--- config.mk ---
export PLATFORM = sky130hd
export DESIGN_NAME = booth_r4_mac
export DESIGN_NICKNAME = d
export VERILOG_FILES = /design/src/rtl/mac_pkg.sv /design/src/rtl/booth_r4_recoder.sv /design/src/rtl/booth_r4_mac.sv
export SDC_FILE = /design/constraint.sdc
export NUM_CORES = 1
export LEC_CHECK = 0
export BUFFER_PORTS_ARGS = -buffer_cell sky130_fd_sc_hd__buf_4
export CAP_MARGIN = 20
export CORE_UTILIZATION = 32
export DETAILED_ROUTE_END_ITERATION = 6
export PLACE_DENSITY = 0.51
export SLEW_MARGIN = 20
export SYNTH_ARGS = -nofsm -noshare
export SYNTH_HDL_FRONTEND = slang
export SYNTH_SLANG_ARGS = --single-unit
--- constraint.sdc ---
create_clock -name clk -period 16.55 [get_ports clk]
set_input_delay 1.655 -clock clk [delete_from_list [all_inputs] [get_ports clk]]
set_output_delay 1.655 -clock clk [all_outputs]
set_load 0.03 [all_outputs]
--- src/rtl/mac_pkg.sv ---
// Shared types and helpers for the radix-4 Booth multiply-accumulate unit.
package mac_pkg;

   localparam int unsigned MAX_W = 128;

   typedef enum logic [1:0] {IDLE, CALC, ACC, DONE} state_t;
   typedef enum logic [2:0] {ZERO, P1, P2, M1, M2} booth_digit_t;

   function automatic int unsigned iter_count(input int unsigned width);
      return (width + 2) / 2;
   endfunction

   // Clamp a sign-extended exact sum into the signed range of 'width' bits.
   function automatic logic [MAX_W-1:0] sat_clamp(input logic [MAX_W-1:0] sum,
                                                  input int unsigned width);
      logic [MAX_W-1:0] max_v;
      logic [MAX_W-1:0] min_v;
      max_v = (MAX_W'(1) << (width - 1)) - MAX_W'(1);
      min_v = ~max_v;
      if ($signed(sum) > $signed(max_v)) return max_v;
      if ($signed(sum) < $signed(min_v)) return min_v;
      return sum;
   endfunction

endpackage

--- src/rtl/booth_r4_recoder.sv ---
// Radix-4 Booth recoder: triplet {q1,q0,q_prev} to digit and selected multiple of M.
module booth_r4_recoder
   import mac_pkg::*;
#(
   parameter int unsigned XW = 18
) (
   input  logic [2:0]    triplet,
   input  logic [XW-1:0] m,
   output booth_digit_t  digit,
   output logic [XW:0]   multiple
);

   logic [XW:0] m1;
   logic [XW:0] m2;

   assign m1 = {m[XW-1], m};
   assign m2 = {m, 1'b0};

   always_comb begin
      digit    = ZERO;
      multiple = '0;
      case (triplet)
         3'b001, 3'b010: begin digit = P1; multiple = m1;  end
         3'b011:         begin digit = P2; multiple = m2;  end
         3'b100:         begin digit = M2; multiple = -m2; end
         3'b101, 3'b110: begin digit = M1; multiple = -m1; end
         default:        begin digit = ZERO; multiple = '0; end
      endcase
   end

endmodule

--- src/rtl/booth_r4_mac.sv ---
// Sequential radix-4 Booth multiplier with saturating/wrapping accumulator and
// valid/ready handshakes on both sides.
module booth_r4_mac
   import mac_pkg::*;
#(
   parameter int unsigned DATA_WIDTH = 16,
   parameter int unsigned ACC_WIDTH  = 40,
   parameter bit          SATURATE   = 1'b1
) (
   input  logic                    clk,
   input  logic                    rst,
   input  logic                    in_valid,
   output logic                    in_ready,
   input  logic [DATA_WIDTH-1:0]   in_a,
   input  logic [DATA_WIDTH-1:0]   in_b,
   input  logic                    in_signed,
   input  logic                    in_acc_clr,
   output logic                    out_valid,
   input  logic                    out_ready,
   output logic [2*DATA_WIDTH-1:0] prod_out,
   output logic [ACC_WIDTH-1:0]    acc_out,
   output logic                    ovf_out
);

   localparam int unsigned XW   = DATA_WIDTH + 2;
   localparam int unsigned PW   = XW + 2;
   localparam int unsigned PRW  = 2 * DATA_WIDTH;
   localparam int unsigned ITER = iter_count(DATA_WIDTH);
   localparam int unsigned CW   = $clog2(ITER + 1);

   if (ACC_WIDTH < 2 * DATA_WIDTH) begin : g_bad_acc
      $error("booth_r4_mac: ACC_WIDTH must be at least 2*DATA_WIDTH");
   end
   if ((DATA_WIDTH % 2) != 0 || DATA_WIDTH < 4) begin : g_bad_data
      $error("booth_r4_mac: DATA_WIDTH must be even and at least 4");
   end
   if (ACC_WIDTH + 2 > MAX_W || 2 * XW > MAX_W) begin : g_bad_max
      $error("booth_r4_mac: widths exceed internal arithmetic width");
   end

   state_t          state;
   logic [CW-1:0]   cnt;
   logic [XW-1:0]   m_reg;
   logic [PW-1:0]   p;
   logic [XW-1:0]   q;
   logic            q_prev;
   logic            clr_reg;

   booth_digit_t    digit;
   logic [XW:0]     multiple;
   logic [XW-1:0]   a_ext;
   logic [XW-1:0]   b_ext;
   logic [PW-1:0]   p_sum;
   logic [2*XW-1:0] prod_full;
   logic [MAX_W-1:0] prod_w;
   logic [MAX_W-1:0] acc_w;
   logic [MAX_W-1:0] sum_w;
   logic [MAX_W-1:0] clamped;
   logic             ovf_c;

   booth_r4_recoder #(.XW(XW)) u_recoder (
      .triplet  ({q[1:0], q_prev}),
      .m        (m_reg),
      .digit    (digit),
      .multiple (multiple)
   );

   assign a_ext = in_signed ? {{2{in_a[DATA_WIDTH-1]}}, in_a} : {2'b00, in_a};
   assign b_ext = in_signed ? {{2{in_b[DATA_WIDTH-1]}}, in_b} : {2'b00, in_b};

   // Partial-product add and exact accumulate in a wide signed domain.
   always_comb begin
      p_sum     = (digit == ZERO) ? p : p + PW'($signed(multiple));
      prod_full = {p[XW-1:0], q};
      prod_w    = MAX_W'($signed(prod_full));
      acc_w     = MAX_W'($signed(acc_out));
      sum_w     = (clr_reg ? '0 : acc_w) + prod_w;
      clamped   = sat_clamp(sum_w, ACC_WIDTH);
      ovf_c     = (clamped != sum_w);
   end

   always_ff @(posedge clk) begin
      if (rst) begin
         state     <= IDLE;
         in_ready  <= 1'b1;
         out_valid <= 1'b0;
         prod_out  <= '0;
         acc_out   <= '0;
         ovf_out   <= 1'b0;
         cnt       <= '0;
         m_reg     <= '0;
         p         <= '0;
         q         <= '0;
         q_prev    <= 1'b0;
         clr_reg   <= 1'b0;
      end else begin
         case (state)
            IDLE: begin
               if (in_valid) begin
                  m_reg    <= a_ext;
                  q        <= b_ext;
                  p        <= '0;
                  q_prev   <= 1'b0;
                  clr_reg  <= in_acc_clr;
                  cnt      <= '0;
                  in_ready <= 1'b0;
                  state    <= CALC;
               end
            end
            CALC: begin
               {p, q} <= {{2{p_sum[PW-1]}}, p_sum, q[XW-1:2]};
               q_prev <= q[1];
               if (cnt == CW'(ITER - 1)) begin
                  cnt   <= '0;
                  state <= ACC;
               end else begin
                  cnt <= cnt + CW'(1);
               end
            end
            ACC: begin
               prod_out  <= prod_full[PRW-1:0];
               acc_out   <= SATURATE ? clamped[ACC_WIDTH-1:0] : sum_w[ACC_WIDTH-1:0];
               ovf_out   <= ovf_c;
               out_valid <= 1'b1;
               state     <= DONE;
            end
            DONE: begin
               if (out_ready) begin
                  out_valid <= 1'b0;
                  in_ready  <= 1'b1;
                  state     <= IDLE;
               end
            end
            default: state <= IDLE;
         endcase
      end
   end

endmodule

==> metrics.yaml <==
portBuffers: 112
required_ns: 16.87
cts_buffer_depth: 2
final.period_utilization_pct: 44.3
synth_nets: 1484
drc: 0
whs_path_depth: 2
worst_setup_path_end_kind: "register"
ys_top_cells_by_area: "dfxtp_1, ha_1, nor2_1"
rsz0062_at_grt: "no"
cts_inserted_buffers: 17
synth_compound_gate_area_share_pct: 24.9
core_area_um2: 32800
yosys.cell_types.count: 72
grt_max_degree: 86
cp_top_family: "simple AND/OR/NAND/NOR gates"
drtIter0Drc: 882
slowest_delay_ns: 0.67
die_x_um: 185
synth_fa_ha_area_share_pct: 12.9
irDropWorstVdd_mv: 0.0797
crit_chain: "buf_4 > nor2b_1 > ha_1 > nand3_1 > o22ai_1 > a22oi_1 > a2111oi_0 > buf_4 > o31ai_1 > o21ai_1 > a21oi_1 > nor2b_1 > nor2_1 > fa_1 > nand4b_1 > nor4_1 > nand4b_1 > or4_1 > or3_1 > ha_1 > buf_4 > inv_1 > a31o_2 > o211a_1"
cp.arrival_ns: 7.66
wl_per_cell_um: 18.1
setup-violations-final: 0
place_ws_ns: 9.31
cts_tree: "yes"
maxCapViolCount: 0
ys.flop_type: "dfxtp_1"
top_regs: "acc_out x40, prod_out x32"
crit_path_frequent_cell: "buf_4"
r2r_setup_slack_ns: 9.21
hpwlAfterDp_mm: 25.2
yosysTopAreaCell: "dfxtp_1"
synth-simple-area-share_pct: 22.9
htreeDepth: 4
postCtsSetupRepairBufs: 0
ant_nets: 0
drt-total-wl_mm: 33.8
tightestPinTransition_ns: 0.972
r2r_cells: 24
pin_count: 113
synth_xor_area_share_pct: 4.90
fmax_mhz: 136
p_total_uw: 2080
min_path_type: "reg -> reg"
async_flop_share_pct: 0
overflow: 0
rows: 66
min_from: "clr_reg"
dieHeight_um: 185
path_clk_slew_ns: 0.07
synth_edf_count: 0
final_area_um2: 12500
criticalPathCategory: "reg -> reg"
initial_utilization_pct: 32.7
slew_viol_final: 0
cts_hold_buf: 0
die-area_um2: 34200
yosysSeqAreaShare_pct: 25.4
first_pass_iters: 6
gp_congestion: 0.915
crit_fanout: 40
area_growth_pct: 16.6
fin_worst_skew_ns: 0.0125
p_per_area_nw_per_um2: 166
syn-cell-area_um2: 10700
dr_total_vias: 10300
clk-insertion-delay-late_ns: 0.44
slowest_stage: "nor2b_1"
ys_warn_count: 0
track_usage_pct: 20.0
setup_tns_ns: 0
power.leakage_uw: 0.00540
vias_per_cell: 5.51
period_minus_slack_ns: 7.34
synth_top_family_by_area: "compound AO/OA/AOI/OAI gates"
fin_nets: 1545
synth.most_common_cell: "nor2_1"
first_global_vias: 9637
avgSynthCellArea_um2: 7.93
top_register: "acc_out"
synth_top_area_share_pct: 25.4
placed_area_um2: 11900
antenna_found_initial: 0
cts_resized: 0
r2r_end: "acc_out[33]"
synth_commonest_cells: "nor2_1, dfxtp_1, nand2_1"
synth_cells: 1352
synth_seq_cells: 136
clock_sinks: 136
grt_first_pass_wirelength_mm: 53.6
post_synth_mux_area_share_pct: 4.77
fin_ws_ns: 9.21
path_buf_inv: 4
clockRootBuffer: "clkbuf_16"
largest_reg_flops: 40
cp-start-kind: "register"
antenna_cells: 0
rr_startpoint: "clr_reg"
hold_end: "clr_reg"
hold_viol: 0
drive_gt1_share_pct: 15.1
timing.slew.headroom_pct: 35.2
status: "finished clean"
through the flow:
step	util [%]	hold slack, ns	std cells
2_1_floorplan	-	0.458	1352
3_3_place_gp	36.4	0.444	1836
3_5_place_dp	36.4	0.449	1836
4_1_cts	38.1	0.459	1868
5_1_grt	38.1	0.501	1868
6_report	38.1	0.455	1868
logic make-up after synthesis:
family,Yosys count
muxes,51
xor gates and xnor gates,60
DFF,136
adders and majority gates,94
buffers and inverters,120
and+or+nand+nor,499
AOI/OAI and AO/OA,392
cell type report:
class	instances	area, um^2
clock buffer	18	439
inverter	35	131
clock inverter	14	135
multi-input combinational	1096	7570
tap	442	553
fill	3435	20300
sequential	136	2720
timing repair buffer	127	953
worst reg2reg max path: cells and delay by family, from the launching register on:
family,cells,cell delay (ns)
and+or+nand+nor,9,2.45
AOI/OAI and AO/OA,8,1.97
buffers and inverters,4,1.27
adders and majority gates,3,1.22
DFF,1,0.33
worst max path at each step:
stage	from	to	cells past startpoint
floorplan	clr_reg	acc_out[10]	24
global placement	clr_reg	acc_out[33]	24
detailed placement	clr_reg	acc_out[33]	24
CTS	clr_reg	acc_out[33]	24
global route	clr_reg	acc_out[33]	24
finish	clr_reg	acc_out[33]	24
per-layer routing:
layer	share of wire, %	track usage, %	wire [um]	vias to the layer above
li1	-	-	-	5043
met1	50	28.6	16900	4960
met2	44	30.4	14700	271
met3	5.3	4.19	1810	27
met4	1.2	4.73	410	0
met5	0	0	0	-
placed cells by master, fill, tap and decap left out, types with 7 or more instances in the layout:
cell,instances
a21o_1,44
nor4_1,8
xnor2_1,34
o211ai_1,7
a31oi_1,13
clkbuf_16,17
dfxtp_1,136
o221a_2,28
nand2_1,110
mux2i_1,50
ha_1,66
a21oi_1,99
buf_4,127
o31ai_1,7
a211oi_1,27
nor3_1,31
nand3_1,25
a22oi_1,34
nor2b_1,46
o21ai_0,69
nor4b_1,7
nand2b_1,11
nand4_1,17
and3_1,12
and2_1,8
a31o_2,8
nor2_1,177
fa_1,27
xor2_1,26
inv_1,35
or3_1,10
report_power, final:
| group | switching (uW) | internal, uW | total [uW] | leakage (uW) |
|---|---|---|---|---|
| registers | 116 | 412 | 529 | 0.00111 |
| clock network | 168 | 214 | 382 | 0.000276 |
| logic | 721 | 448 | 1170 | 0.00402 |
| total | 1010 | 1070 | 2080 | 0.00540 |
Power figures use the tool's default switching activity.
